## config.mk

```make
export PLATFORM = sky130hd
export DESIGN_NAME = fp_addsub_pipe
export DESIGN_NICKNAME = d
export VERILOG_FILES = /design/src/rtl/fp_addsub_pipe.sv
export SDC_FILE = /design/constraint.sdc
export NUM_CORES = 1
export LEC_CHECK = 0
export CAP_MARGIN = 25
export CORE_MARGIN = 2
export CORE_UTILIZATION = 41
export DETAILED_ROUTE_END_ITERATION = 16
export SLEW_MARGIN = 30
export SYNTH_ARGS = -nofsm -noshare
export SYNTH_HDL_FRONTEND = slang
export SYNTH_SLANG_ARGS = --single-unit
```

## constraint.sdc

```tcl
create_clock -name clk -period 7.5 [get_ports clk]
set_clock_uncertainty 0.05 [all_clocks]
set_input_delay 1.125 -clock clk [delete_from_list [all_inputs] [get_ports clk]]
set_output_delay 1.125 -clock clk [all_outputs]
set_load 0.1 [all_outputs]
```

## src/rtl/fp_addsub_pipe.sv

```systemverilog
// Three-stage pipelined floating-point adder/subtractor with round-to-nearest-even,
// subnormal support and a global stall enable driven by the output handshake.
module fp_addsub_pipe #(
    parameter int unsigned EXP_W = 5,
    parameter int unsigned MAN_W = 10,
    localparam int unsigned W = 1 + EXP_W + MAN_W
) (
    input  logic         clk,
    input  logic         rst,
    input  logic         in_valid,
    output logic         in_ready,
    input  logic [W-1:0] a,
    input  logic [W-1:0] b,
    input  logic         sub,
    output logic         out_valid,
    input  logic         out_ready,
    output logic [W-1:0] result,
    output logic         ovf,
    output logic         zero,
    output logic         nan,
    output logic         inexact
);

    localparam int unsigned SW  = MAN_W + 1;     // significand incl. hidden bit
    localparam int unsigned N   = MAN_W + 4;     // significand + G, R, S
    localparam int unsigned EW1 = EXP_W + 1;     // exponent with headroom for carries
    localparam int unsigned WW  = 2 * SW + 2;    // alignment window
    localparam logic [EXP_W-1:0] EMAX = '1;
    localparam logic [W-1:0]     QNAN = {1'b0, EMAX, 1'b1, {(MAN_W - 1){1'b0}}};

    logic en;
    logic v1_q, v2_q, v3_q;

    // Whole pipe advances together; a stalled output freezes every stage.
    assign en        = ~v3_q | out_ready;
    assign in_ready  = en;
    assign out_valid = v3_q;

    // ---------------- S1: classify, swap, align ----------------
    logic             sa, sb, a_nan, b_nan, a_inf, b_inf, a_ge;
    logic [EXP_W-1:0] ea, eb, a_eff, b_eff, big_e, sml_e, diff;
    logic [SW-1:0]    a_sig, b_sig, big_sig, sml_sig;
    logic [WW-1:0]    wide, shifted;
    logic [SW+1:0]    al;
    logic             st, big_s, sp1, spnan1;
    logic [W-1:0]     spres1;

    // Operand classification, magnitude ordering and right-shift alignment
    always_comb begin
        sa      = a[W-1];
        sb      = b[W-1] ^ sub;
        ea      = a[W-2:MAN_W];
        eb      = b[W-2:MAN_W];
        a_nan   = (&ea) & (|a[MAN_W-1:0]);
        b_nan   = (&eb) & (|b[MAN_W-1:0]);
        a_inf   = (&ea) & ~(|a[MAN_W-1:0]);
        b_inf   = (&eb) & ~(|b[MAN_W-1:0]);
        a_eff   = (ea == '0) ? EXP_W'(1) : ea;
        b_eff   = (eb == '0) ? EXP_W'(1) : eb;
        a_sig   = {|ea, a[MAN_W-1:0]};
        b_sig   = {|eb, b[MAN_W-1:0]};
        a_ge    = a[W-2:0] >= b[W-2:0];
        big_s   = a_ge ? sa : sb;
        big_e   = a_ge ? a_eff : b_eff;
        big_sig = a_ge ? a_sig : b_sig;
        sml_e   = a_ge ? b_eff : a_eff;
        sml_sig = a_ge ? b_sig : a_sig;
        diff    = big_e - sml_e;
        wide    = {sml_sig, {(SW + 2){1'b0}}};
        shifted = wide >> diff;
        if (32'(diff) >= MAN_W + 3) begin
            al = '0;
            st = |sml_sig;
        end else begin
            al = shifted[WW-1 -: SW+2];
            st = |shifted[SW-1:0];
        end
        sp1    = a_nan | b_nan | a_inf | b_inf;
        spnan1 = a_nan | b_nan | (a_inf & b_inf & (sa != sb));
        if (spnan1) begin
            spres1 = QNAN;
        end else if (a_inf) begin
            spres1 = {sa, EMAX, {MAN_W{1'b0}}};
        end else begin
            spres1 = {sb, EMAX, {MAN_W{1'b0}}};
        end
    end

    logic             s1_sign_q, s1_sub_q, s1_sp_q, s1_spnan_q;
    logic [EXP_W-1:0] s1_exp_q;
    logic [SW-1:0]    s1_big_q;
    logic [N-1:0]     s1_sml_q;
    logic [W-1:0]     s1_spres_q;

    // S1 pipeline register
    always_ff @(posedge clk or posedge rst) begin
        if (rst) begin
            v1_q       <= 1'b0;
            s1_sign_q  <= 1'b0;
            s1_sub_q   <= 1'b0;
            s1_sp_q    <= 1'b0;
            s1_spnan_q <= 1'b0;
            s1_exp_q   <= '0;
            s1_big_q   <= '0;
            s1_sml_q   <= '0;
            s1_spres_q <= '0;
        end else if (en) begin
            v1_q       <= in_valid;
            s1_sign_q  <= big_s;
            s1_sub_q   <= sa ^ sb;
            s1_sp_q    <= sp1;
            s1_spnan_q <= spnan1;
            s1_exp_q   <= big_e;
            s1_big_q   <= big_sig;
            s1_sml_q   <= {al, st};
            s1_spres_q <= spres1;
        end
    end

    // ---------------- S2: add/subtract and normalise ----------------
    logic [N-1:0]   big_ext, man2;
    logic [N:0]     sum;
    logic [EW1-1:0] exp2;
    int unsigned    lz, emin1, sh;
    logic           zero2, sign2;

    // Magnitude add/sub, then carry renormalise or left-normalise clamped at exponent 1
    always_comb begin
        big_ext = {s1_big_q, 3'b000};
        if (s1_sub_q) begin
            sum = {1'b0, big_ext} - {1'b0, s1_sml_q};
        end else begin
            sum = {1'b0, big_ext} + {1'b0, s1_sml_q};
        end
        lz = N;
        for (int unsigned i = 0; i < N; i++) begin
            if (sum[i]) begin
                lz = N - 1 - i;
            end
        end
        emin1 = 32'(s1_exp_q) - 1;
        sh    = (lz > emin1) ? emin1 : lz;
        if (sum[N]) begin
            man2 = {sum[N:2], sum[1] | sum[0]};
            exp2 = {1'b0, s1_exp_q} + EW1'(1);
        end else begin
            man2 = sum[N-1:0] << sh;
            exp2 = {1'b0, s1_exp_q} - EW1'(sh);
        end
        zero2 = ~(|sum);
        // Exact cancellation of opposite signs yields +0
        sign2 = (zero2 && s1_sub_q) ? 1'b0 : s1_sign_q;
    end

    logic           s2_sign_q, s2_zero_q, s2_sp_q, s2_spnan_q;
    logic [EW1-1:0] s2_exp_q;
    logic [N-1:0]   s2_man_q;
    logic [W-1:0]   s2_spres_q;

    // S2 pipeline register
    always_ff @(posedge clk or posedge rst) begin
        if (rst) begin
            v2_q       <= 1'b0;
            s2_sign_q  <= 1'b0;
            s2_zero_q  <= 1'b0;
            s2_sp_q    <= 1'b0;
            s2_spnan_q <= 1'b0;
            s2_exp_q   <= '0;
            s2_man_q   <= '0;
            s2_spres_q <= '0;
        end else if (en) begin
            v2_q       <= v1_q;
            s2_sign_q  <= sign2;
            s2_zero_q  <= zero2;
            s2_sp_q    <= s1_sp_q;
            s2_spnan_q <= s1_spnan_q;
            s2_exp_q   <= exp2;
            s2_man_q   <= man2;
            s2_spres_q <= s1_spres_q;
        end
    end

    // ---------------- S3: round and pack ----------------
    logic           up;
    logic [SW:0]    rsig;
    logic [SW-1:0]  fsig;
    logic [EW1-1:0] fexp;
    logic [W-1:0]   res_d;
    logic           ovf_d, zero_d, nan_d, inex_d;

    // Round-to-nearest-even, overflow to infinity, special-case override
    always_comb begin
        res_d  = '0;
        ovf_d  = 1'b0;
        zero_d = 1'b0;
        nan_d  = 1'b0;
        inex_d = 1'b0;
        up     = s2_man_q[2] & (s2_man_q[1] | s2_man_q[0] | s2_man_q[3]);
        rsig   = {1'b0, s2_man_q[N-1:3]} + {{SW{1'b0}}, up};
        if (rsig[SW]) begin
            fsig = rsig[SW:1];
            fexp = s2_exp_q + EW1'(1);
        end else begin
            fsig = rsig[SW-1:0];
            fexp = s2_exp_q;
        end
        if (s2_sp_q) begin
            res_d = s2_spres_q;
            nan_d = s2_spnan_q;
        end else if (s2_zero_q) begin
            res_d  = {s2_sign_q, {(W - 1){1'b0}}};
            zero_d = 1'b1;
        end else if (fexp >= {1'b0, EMAX}) begin
            res_d  = {s2_sign_q, EMAX, {MAN_W{1'b0}}};
            ovf_d  = 1'b1;
            inex_d = 1'b1;
        end else begin
            // Hidden bit clear means subnormal: exponent field encodes as 0
            res_d  = {s2_sign_q, fsig[MAN_W] ? fexp[EXP_W-1:0] : {EXP_W{1'b0}},
                      fsig[MAN_W-1:0]};
            inex_d = |s2_man_q[2:0];
        end
    end

    logic [W-1:0] res_q;
    logic         ovf_q, zero_q, nan_q, inex_q;

    // Output register
    always_ff @(posedge clk or posedge rst) begin
        if (rst) begin
            v3_q   <= 1'b0;
            res_q  <= '0;
            ovf_q  <= 1'b0;
            zero_q <= 1'b0;
            nan_q  <= 1'b0;
            inex_q <= 1'b0;
        end else if (en) begin
            v3_q   <= v2_q;
            res_q  <= res_d;
            ovf_q  <= ovf_d;
            zero_q <= zero_d;
            nan_q  <= nan_d;
            inex_q <= inex_d;
        end
    end

    assign result  = res_q;
    assign ovf     = ovf_q;
    assign zero    = zero_q;
    assign nan     = nan_q;
    assign inexact = inex_q;

endmodule

```

== Word level (Yosys, flattened, before mapping) ==
Cells that the tools add are included.
Operators by class
  add/subtract/negate cells: 8
  magnitude comparators: 4
  equal/unequal tests: 1
  shift operators: 2
  mux-type cells: 45
  bitwise operators: 21
  reduce and logical (&&, ||, !) cells: 13
Operator list (number)
  $mux W32: 14
  $mux W16: 3
  $mux W15: 3
  $mux W11: 3
  $gt A32 B32 Y1: 1
  $shl A14 B32 Y14: 1
  $mux W5: 5
  $shr A24 B5 Y24: 1
  $reduce_or A11 Y1: 2
  $reduce_or A10 Y1: 2
  $add A14 B14 Y15: 1
  $ge A15 B15 Y1: 1
  $reduce_or A15 Y1: 1
  $sub A14 B14 Y15: 1
  $mux W14: 1
  $mux W13: 1
  $add A11 B1 Y12: 1
  $mux W1: 12
  $mux W6: 2
  $logic_not A5 Y1: 2
  $reduce_and A5 Y1: 2
  $reduce_or A5 Y1: 2
  $or A1 B1 Y1: 8
  $and A1 B1 Y1: 7
  13 further kinds: 17
Storage, ports and cells
  register bits: 113
  bits of input ports: 37
  output and inout port bits: 22
  word-level logic and storage cells: 117

== Logic depth before layout (Yosys ltp) ==
Gate-level depths: netlist of the first run.
  depth after elaboration: 20
  depth in mapped cells: 30
  depth with buffers taken out: 29

== Worst setup path before layout of the first run ==
OpenSTA, ideal clock, no wires.
  path kind: in2reg
  start point: in a[0]
  end point: reg s1_sml_q[0]
  setup time: 0.133 ns
  arrival time: 5.866 ns
  required time: 7.317 ns
  slack: 1.451 ns
  cell stages on the path: 19
  path buffers: 4
  path through: inv_1 -> ha_1 -> nand2b_1 -> a21o_1 -> a21oi_1 -> o211ai_1 -> a41oi_1 -> clkbuf_1 -> buf_1 -> clkbuf_1 -> a21oi_1 -> ha_1 -> clkbuf_1 -> clkinv_1 -> mux4_2 -> and3_1 -> a2111oi_0 -> a31o_2 -> o211ai_1
Between the ends
  word-level cells in the longest chain between the ends: 6
  elaborated cells on any way between the ends: 10
  those cells by class: add/sub: 1; order compare: 2; shift: 1; mux: 4; reduce/logical: 2
Ends and longest elaborated chain
  start: declaration: RTL line 12  | input logic [W-1:0] a,
  $ge A15 B15 Y1: RTL line 62  | a_ge = a[W-2:0] >= b[W-2:0];
  $mux W5, on equally long branches: RTL line 64, 66
  $sub A5 B5 Y5: RTL line 68  | diff = big_e - sml_e;
  $shr A24 B5 Y24: RTL line 70  | shifted = wide >> diff;
  $reduce_or A11 Y1: RTL line 76  | st = |shifted[SW-1:0];
  $mux W1 *: RTL line 71  | if (32'(diff) >= MAN_W + 3) begin
  end signal: assignment: RTL line 115  | s1_sml_q <= {al, st};
  end: declaration: RTL line 92  | logic [N-1:0] s1_sml_q;
Mark *: on every way between the ends. The rest lies on a longest branch, timed or not.
A chain may end at the register's enable or synchronous reset.

== Worst setup path after layout of the first run ==
  start point: reg s1_sml_q[1]
  end point: reg s2_exp_q[5]
Between the ends
  word-level cells in the longest chain between the ends: 19
  elaborated cells on any way between the ends: 20
  those cells by class: add/sub: 3; order compare: 1; mux: 16
Ends and longest elaborated chain
  $add A14 B14 Y15 / $sub A14 B14 Y15 (equally long branches): RTL line 133, 131
  $mux W15 *: RTL line 130  | if (s1_sub_q) begin
  $mux W32 (13 in series): RTL line 137  | if (sum[i]) begin
  $gt A32 B32 Y1: RTL line 142  | sh = (lz > emin1) ? emin1 : lz;
  $mux W32: RTL line 142
  $sub A5 B6 Y6: RTL line 148  | exp2 = {1'b0, s1_exp_q} - EW1'(sh);
  $mux W6 *: RTL line 143  | if (sum[N]) begin
  end signal: assignment: RTL line 177  | s2_exp_q <= exp2;
  end: declaration: RTL line 156  | logic [EW1-1:0] s2_exp_q;
Marked as above.

==> reports/results.ini, run 1 <==
[logic_synthesis]
synth-edff-count=0
syn-num-nets=1026
syn_area_um2=7910
ys_seq_area_frac=0.269
ys_warn_count=0
ys_ff_latch=85
syn_area_per_cell_um2=8.49
netlist-cell-type-count=96
syn_inst=931
synth_ff_type=dfrtp_1
ys_async_sr_fraction=1.00

[floorplanning]
start_util=0.420
die_w_um=143
fp-row-count=50
die_h_um=143
ios=59
die-area_um2=20400
core_area_um2=18800

[clock_tree]
cts_tree=yes
clk_pin_slew_ps=70
numCtsBuffers=9
cts_resized=0
ctsHoldBuffers=0
post-cts-setup-buffers=0
htree_levels=3
cts-root-buf=clkbuf_16
cts_sinks=85
clk_latency_ps=340
max-clock-path-buffers=2

[place]
io_buffers=58
globalplace.congestion=0.944
dp_hpwl_um=16700

[critical_path]
cp-end-kind=flip-flop
required_ps=7660
slowest_stage=a221oi_4
crit_fanout=14
cpPeakStageDelay_ps=550
crit_arrival_ps=6860
cp-start-kind=flip-flop
path_common_cell=ha_1
reg2reg_slack_ps=790
critPathKind=flip-flop to flip-flop

[status]
status=complete, no violations

[pwr]
power.total_w=0.00470
p_leak_nw=3.75
peakVddDrop_uv=209
powerDensity_nw_per_um2=521

[drt]
antenna_left=0
wl_per_cell_um=17.5
drt-total-wl_um=21600
drt_iter0_markers=753
drc=0
first_pass_iters=6
via_count=7279
vias_per_cell=5.90

[final_layout]
antennaDiodeCount=0
drive_gt1_frac=0.0893
nets=1064
syn_to_final_growth_pct=14.1

[sta]
slew_viol_final=0
max_freq_ghz=0.149
post-route-period-util=0.894
period_minus_slack_ps=6710
rsz0062_at_grt=no
setup_tns_ps=0
hold_viol_final=0
finalSetupViolations=0
max_slew_margin=0.333
tightest_slew_ps=998

[global_route]
grt_pass1_wl_um=35900
grt_start_max_net_pins=86
antenna_found_initial=0
grt_pass1_vias=6878
grt_usage=0.218
grt_overflow=0

[min_path]
hold_class=flip-flop to flip-flop

[flow_run]
max_cap_violations=0

-- state kept, by name (all words and copies together), names as in the netlist, 3 cells and up --
register,count
result,16
s1_big_q,11
s2_exp_q,6
s1_sml_q,14
s1_exp_q,5
s2_spres_q,3
s1_spres_q,3
s2_man_q,14
-- placed cells by master, fill, tap and decap left out, types with 11 or more instances in the layout --
master / count
inv_1: 50
a21o_1: 12
mux2i_1: 24
nor2b_1: 11
a21oi_1: 54
ha_1: 55
clkdlybuf4s50_1: 58
nand2_1: 117
nand3_1: 17
xor2_1: 15
nor3_1: 21
o21ai_0: 58
xnor2_1: 25
a211oi_1: 11
nor2_1: 68
buf_4: 12
nand2b_1: 13
o211ai_1: 19
and3_1: 15
dfrtp_1: 85
-- per-stage QoR --
step           instances  cell area, um^2  hold slack (ps)  utilization  setup slack (ps)
2_1_floorplan        931             7910              380            -              1450
3_3_place_gp        1218             8700              393        0.462               991
3_5_place_dp        1218             8710              398        0.462               906
4_1_cts             1234             9020              414        0.479               853
5_1_grt             1234             9020              425        0.479               301
6_report            1234             9020              418        0.479               795
-- Yosys cell counts, types with 13 or more instances --
master,number,share of area
dfrtp_1,85,0.27
nand3_1,17,0.011
o21ai_0,58,0.037
mux2i_1,24,0.030
inv_1,51,0.024
a21oi_1,54,0.034
xor2_1,15,0.017
ha_1,55,0.087
clkbuf_1,27,0.013
nand2b_1,13,0.010
xnor2_1,25,0.028
nor2_1,68,0.032
nand2_1,117,0.056
o211ai_1,19,0.018
and3_1,15,0.012
nor3_1,21,0.013
-- layer usage --
metal / wire, um / vias up / global-route usage
li1: - / 3553 / -
met1: 10300 / 3470 / 0.313
met2: 9880 / 222 / 0.344
met3: 920 / 34 / 0.0245
met4: 488 / 0 / 0.0677
met5: 0 / - / 0
-- worst max-delay path, delay by kind of cell (launching register included) --
kind / cells / cell delay [ps]
simple gates: 5 / 980
flops: 1 / 500
fa+ha+maj: 4 / 1060
compound gates: 14 / 3080
buf+inv: 3 / 380
xor+xnor: 2 / 520
-- area by class of cell --
cell class                      count  area (um^2)
Multi-Input combinational cell    747         5360
Clock inverter                      7         90.1
Fill cell                        1894         9810
Sequential cell                    85         2130
Timing Repair Buffer               71          682
Clock buffer                        9          225
Inverter                           55          213
Tap cell                          260          325
-- power by group --
part           internal (W)  leakage (nW)  switching [W]
sequential         0.000641          1.04       0.000163
clock              0.000266         0.147       0.000203
combinational       0.00126          2.56        0.00216
-- path summary, 6_finish.rpt --
| kind | startpoint | to | depth (start not counted) |
|---|---|---|---|
| min reg2reg | s1_spres_q[14] | s2_spres_q[14] | 2 |
| max reg2reg | s1_sml_q[1] | s2_exp_q[5] | 28 |
| min in group asynchronous | rst | out_valid | 3 |
| max in group asynchronous | rst | s1_sml_q[2] | 3 |
| max | s1_sml_q[1] | s2_exp_q[5] | 28 |
| min | s1_spres_q[14] | s2_spres_q[14] | 2 |
-- cell families after synthesis --
family / count (synthesis) / synth area share
AND/OR/NAND/NOR: 321 / 0.198
AO/OA/AOI/OAI: 282 / 0.261
buffers and inverters: 99 / 0.0563
flip-flops: 85 / 0.269
adder cells (fa/ha/maj): 58 / 0.0947
multiplexers: 46 / 0.0764
XOR/XNOR: 40 / 0.0443
No activity file was read; power rests on OpenSTA's default activity.
==> run 2: changes to the inputs <==
- HOLD_SLACK_MARGIN: default -> 0.03
==> results of run 2 <==
Final layout, timing and power as in run 1 (identical DEF).
==> run 3: changes to the inputs <==
- ABC_AREA: default -> 1
==> reports/results.ini, run 3 <==
[final_layout]
drive_gt1_frac=0.0434  ; -0.0459
finalInstanceArea_um2=8770  ; -2.8%
nets=1335  ; +25%
final_cell_mix=nand2_1 (340), nand3_1 (153), inv_1 (151), o21ai_0 (93), dfrtp_1 (85)
antennaDiodeCount=0  ; unchanged
post-route-util=0.470  ; -0.00867
syn_to_final_growth_pct=13.3
largest_reg_flops=16  ; unchanged
layout_commonest_cell=nand2_1

[drt]
antenna_left=0  ; unchanged
first_pass_iters=6  ; unchanged
drt_iter0_markers=637  ; -15%
via_count=7911  ; +8.7%
vias_per_cell=5.35  ; -9.3%
wl_per_cell_um=15.0  ; -14%
drt-total-wl_um=22200  ; +2.6%
drc=0  ; unchanged

[sta]
max_freq_ghz=0.173  ; +16%
hold_viol_final=0  ; unchanged
rsz0062_at_grt=no
fin_ws_ps=1720  ; +926 ps
max_slew_margin=0.338  ; +0.00494
fin_hold_ws_ps=410  ; -8.32 ps
period_minus_slack_ps=5780  ; -926 ps
slew_viol_final=0  ; unchanged
finalSetupViolations=0  ; unchanged
post-route-period-util=0.771  ; -0.123
tightest_slew_ps=990  ; -7.39 ps
setup_tns_ps=0  ; unchanged

[floorplanning]
ios=59  ; unchanged
start_util=0.415  ; -0.00450
core_area_um2=18600  ; -1.0%
die_h_um=141  ; -1.0%
fp-row-count=50  ; unchanged
die-area_um2=20000  ; -2.0%
die_w_um=141  ; -1.0%

[clock_tree]
cts_resized=0  ; unchanged
clk_latency_ps=350  ; about the same
cts-root-buf=clkbuf_16
max-clock-path-buffers=2  ; unchanged
cts_sinks=85  ; unchanged
post-cts-setup-buffers=0  ; unchanged
htree_levels=3  ; unchanged
clk_pin_slew_ps=70  ; about the same
ctsHoldBuffers=0  ; unchanged
numCtsBuffers=9  ; unchanged
cts_tree=yes

[pwr]
pwr-share-comb=0.725  ; -0.004
power.share.clock=0.095  ; -0.005
pwr-share-seq=0.180  ; +0.009
switching_share=0.578  ; +0.0396
p_leak_nw=4.47  ; +19%
p_int_w=0.00187  ; -13%
peakVddDrop_uv=199  ; -4.5%
p_sw_w=0.00257  ; +1.6%
powerDensity_nw_per_um2=507  ; -2.7%

[place]
io_buffers=58  ; unchanged
dp_hpwl_um=17300  ; +3.7%
placed_area_um2=8490  ; -2.4%
globalplace.congestion=0.942  ; -0.20%
pre_cts_ws_ps=1370  ; +466 ps

[logic_synthesis]
syn_inst=1204  ; +29%
synth.most_common_cell=nand2_1
synth_area_leaders=dfrtp_1 (27%), nand2_1 (16%), nand3_1 (9.9%), ha_1 (8.9%), inv_1 (7.4%)
syn_area_um2=7740  ; -2.1%
yosysTopAreaCell=dfrtp_1
ys_ff_latch=85  ; unchanged
syn-num-nets=1299  ; +27%
synth-edff-count=0  ; unchanged
ys_warn_count=0  ; unchanged
synth_ff_type=dfrtp_1
synth_top_area_share=0.275  ; +0.00565
ys_async_sr_fraction=1.00  ; unchanged
netlist-cell-type-count=44  ; -54%
ys_top_cells_by_count=nand2_1 (340), inv_1 (153), nand3_1 (153), o21ai_0 (93), dfrtp_1 (85)
syn_area_per_cell_um2=6.43  ; -24%
ys_seq_area_frac=0.275  ; +0.00565

[min_path]
hold_path.startpoint=s1_spres_q[14]
hold_class=flip-flop to flip-flop

[status]
status=complete, no violations

[global_route]
antenna_found_initial=0  ; unchanged
grt_pass1_vias=7553  ; +9.8%
grt_start_max_net_pins=66  ; -23%
grt_pass1_wl_um=37100  ; +3.2%
grt_usage=0.229  ; +0.0111
grt_overflow=0  ; unchanged

[critical_path]
slowest_stage=ha_1
crit_fanout=16  ; +2
critPathKind=flip-flop to flip-flop
required_ps=7740  ; +80 ps
rr_startpoint=s1_big_q[6]
cp-start-kind=flip-flop
cpPeakStageDelay_ps=480  ; -70 ps
cp-end-kind=flip-flop
cp-startpoint=s1_big_q[6]
crit_arrival_ps=6020  ; -840 ps

[flow_run]
max_cap_violations=0  ; unchanged

-- run 3: changes by cell type after synthesis, sizes merged, moves of 17 or more --
cell   change
inv      +109
mux2i     -24
nand2    +226
nand3    +138
nand4     +17
o21ai     +43
xnor2     -24
-- run 3: worst paths after layout --
kind	endpoint	slack (ps)	cells past startpoint
max	s2_exp_q[5]	1720	36
min in group asynchronous	v2_q	940	2
min reg2reg	s1_spres_q[14]	410	2
min	s1_spres_q[14]	410	2
max in group asynchronous	s1_sml_q[2]	5460	4
max reg2reg	s2_exp_q[5]	1720	36
-- run 3: routing by layer --
layer / track usage / part of all wire / vias to the layer above
li1: - / - / 4033
met1: 0.323 / 0.50 / 3668
met2: 0.359 / 0.44 / 165
met3: 0.0290 / 0.031 / 45
met4: 0.0863 / 0.032 / 0
met5: 0 / 0 / -
-- run 3: through the flow --
| step | cells | total power [W] |
|---|---|---|
| after CTS | 1479 | 0.00445 |
| after global placement | 1462 | 0.00400 |
| after global routing | 1479 | 0.00494 |
| final | 1479 | 0.00444 |
| after floorplan | 1204 | 0.00329 |
| after detailed placement | 1463 | 0.00401 |
-- run 3: layout make-up --
class | count | area [um^2]
Clock inverter | 6 | 46.3
Tap cell | 234 | 293
Multi-Input combinational cell | 916 | 4810
Fill cell | 1990 | 9870
Inverter | 162 | 609
Sequential cell | 85 | 2130
Timing Repair Buffer | 66 | 653
Clock buffer | 10 | 229
-- run 3: critical path, delay by kind of cell, from the launching register on --
kind | cells | cell delay [ps]
AND/OR/NAND/NOR | 16 | 1880
adder cells (fa/ha/maj) | 4 | 1250
buffers and inverters | 8 | 820
AO/OA/AOI/OAI | 7 | 1070
flip-flops | 1 | 430
XOR/XNOR | 1 | 210
-- run 3: power by group through the flow --
stage               Sequential (W)  Clock, W  Combinational, W
detailed placement        0.000805         0           0.00321
floorplan                  0.00108         0           0.00221
CTS                       0.000798  0.000439           0.00322
global placement          0.000801         0           0.00320
finish                    0.000800  0.000423           0.00322
global route              0.000824  0.000459           0.00365
-- run 3: cells by family (layout without fill, tap and decap cells) --
logic type	Yosys count	in the layout	share of synthesized area
fa+ha+maj	58	58	0.0966
flops	85	85	0.275
xor+xnor	22	22	0.0249
simple gates	639	639	0.359
compound gates	197	197	0.140
buf+inv	203	244	0.105
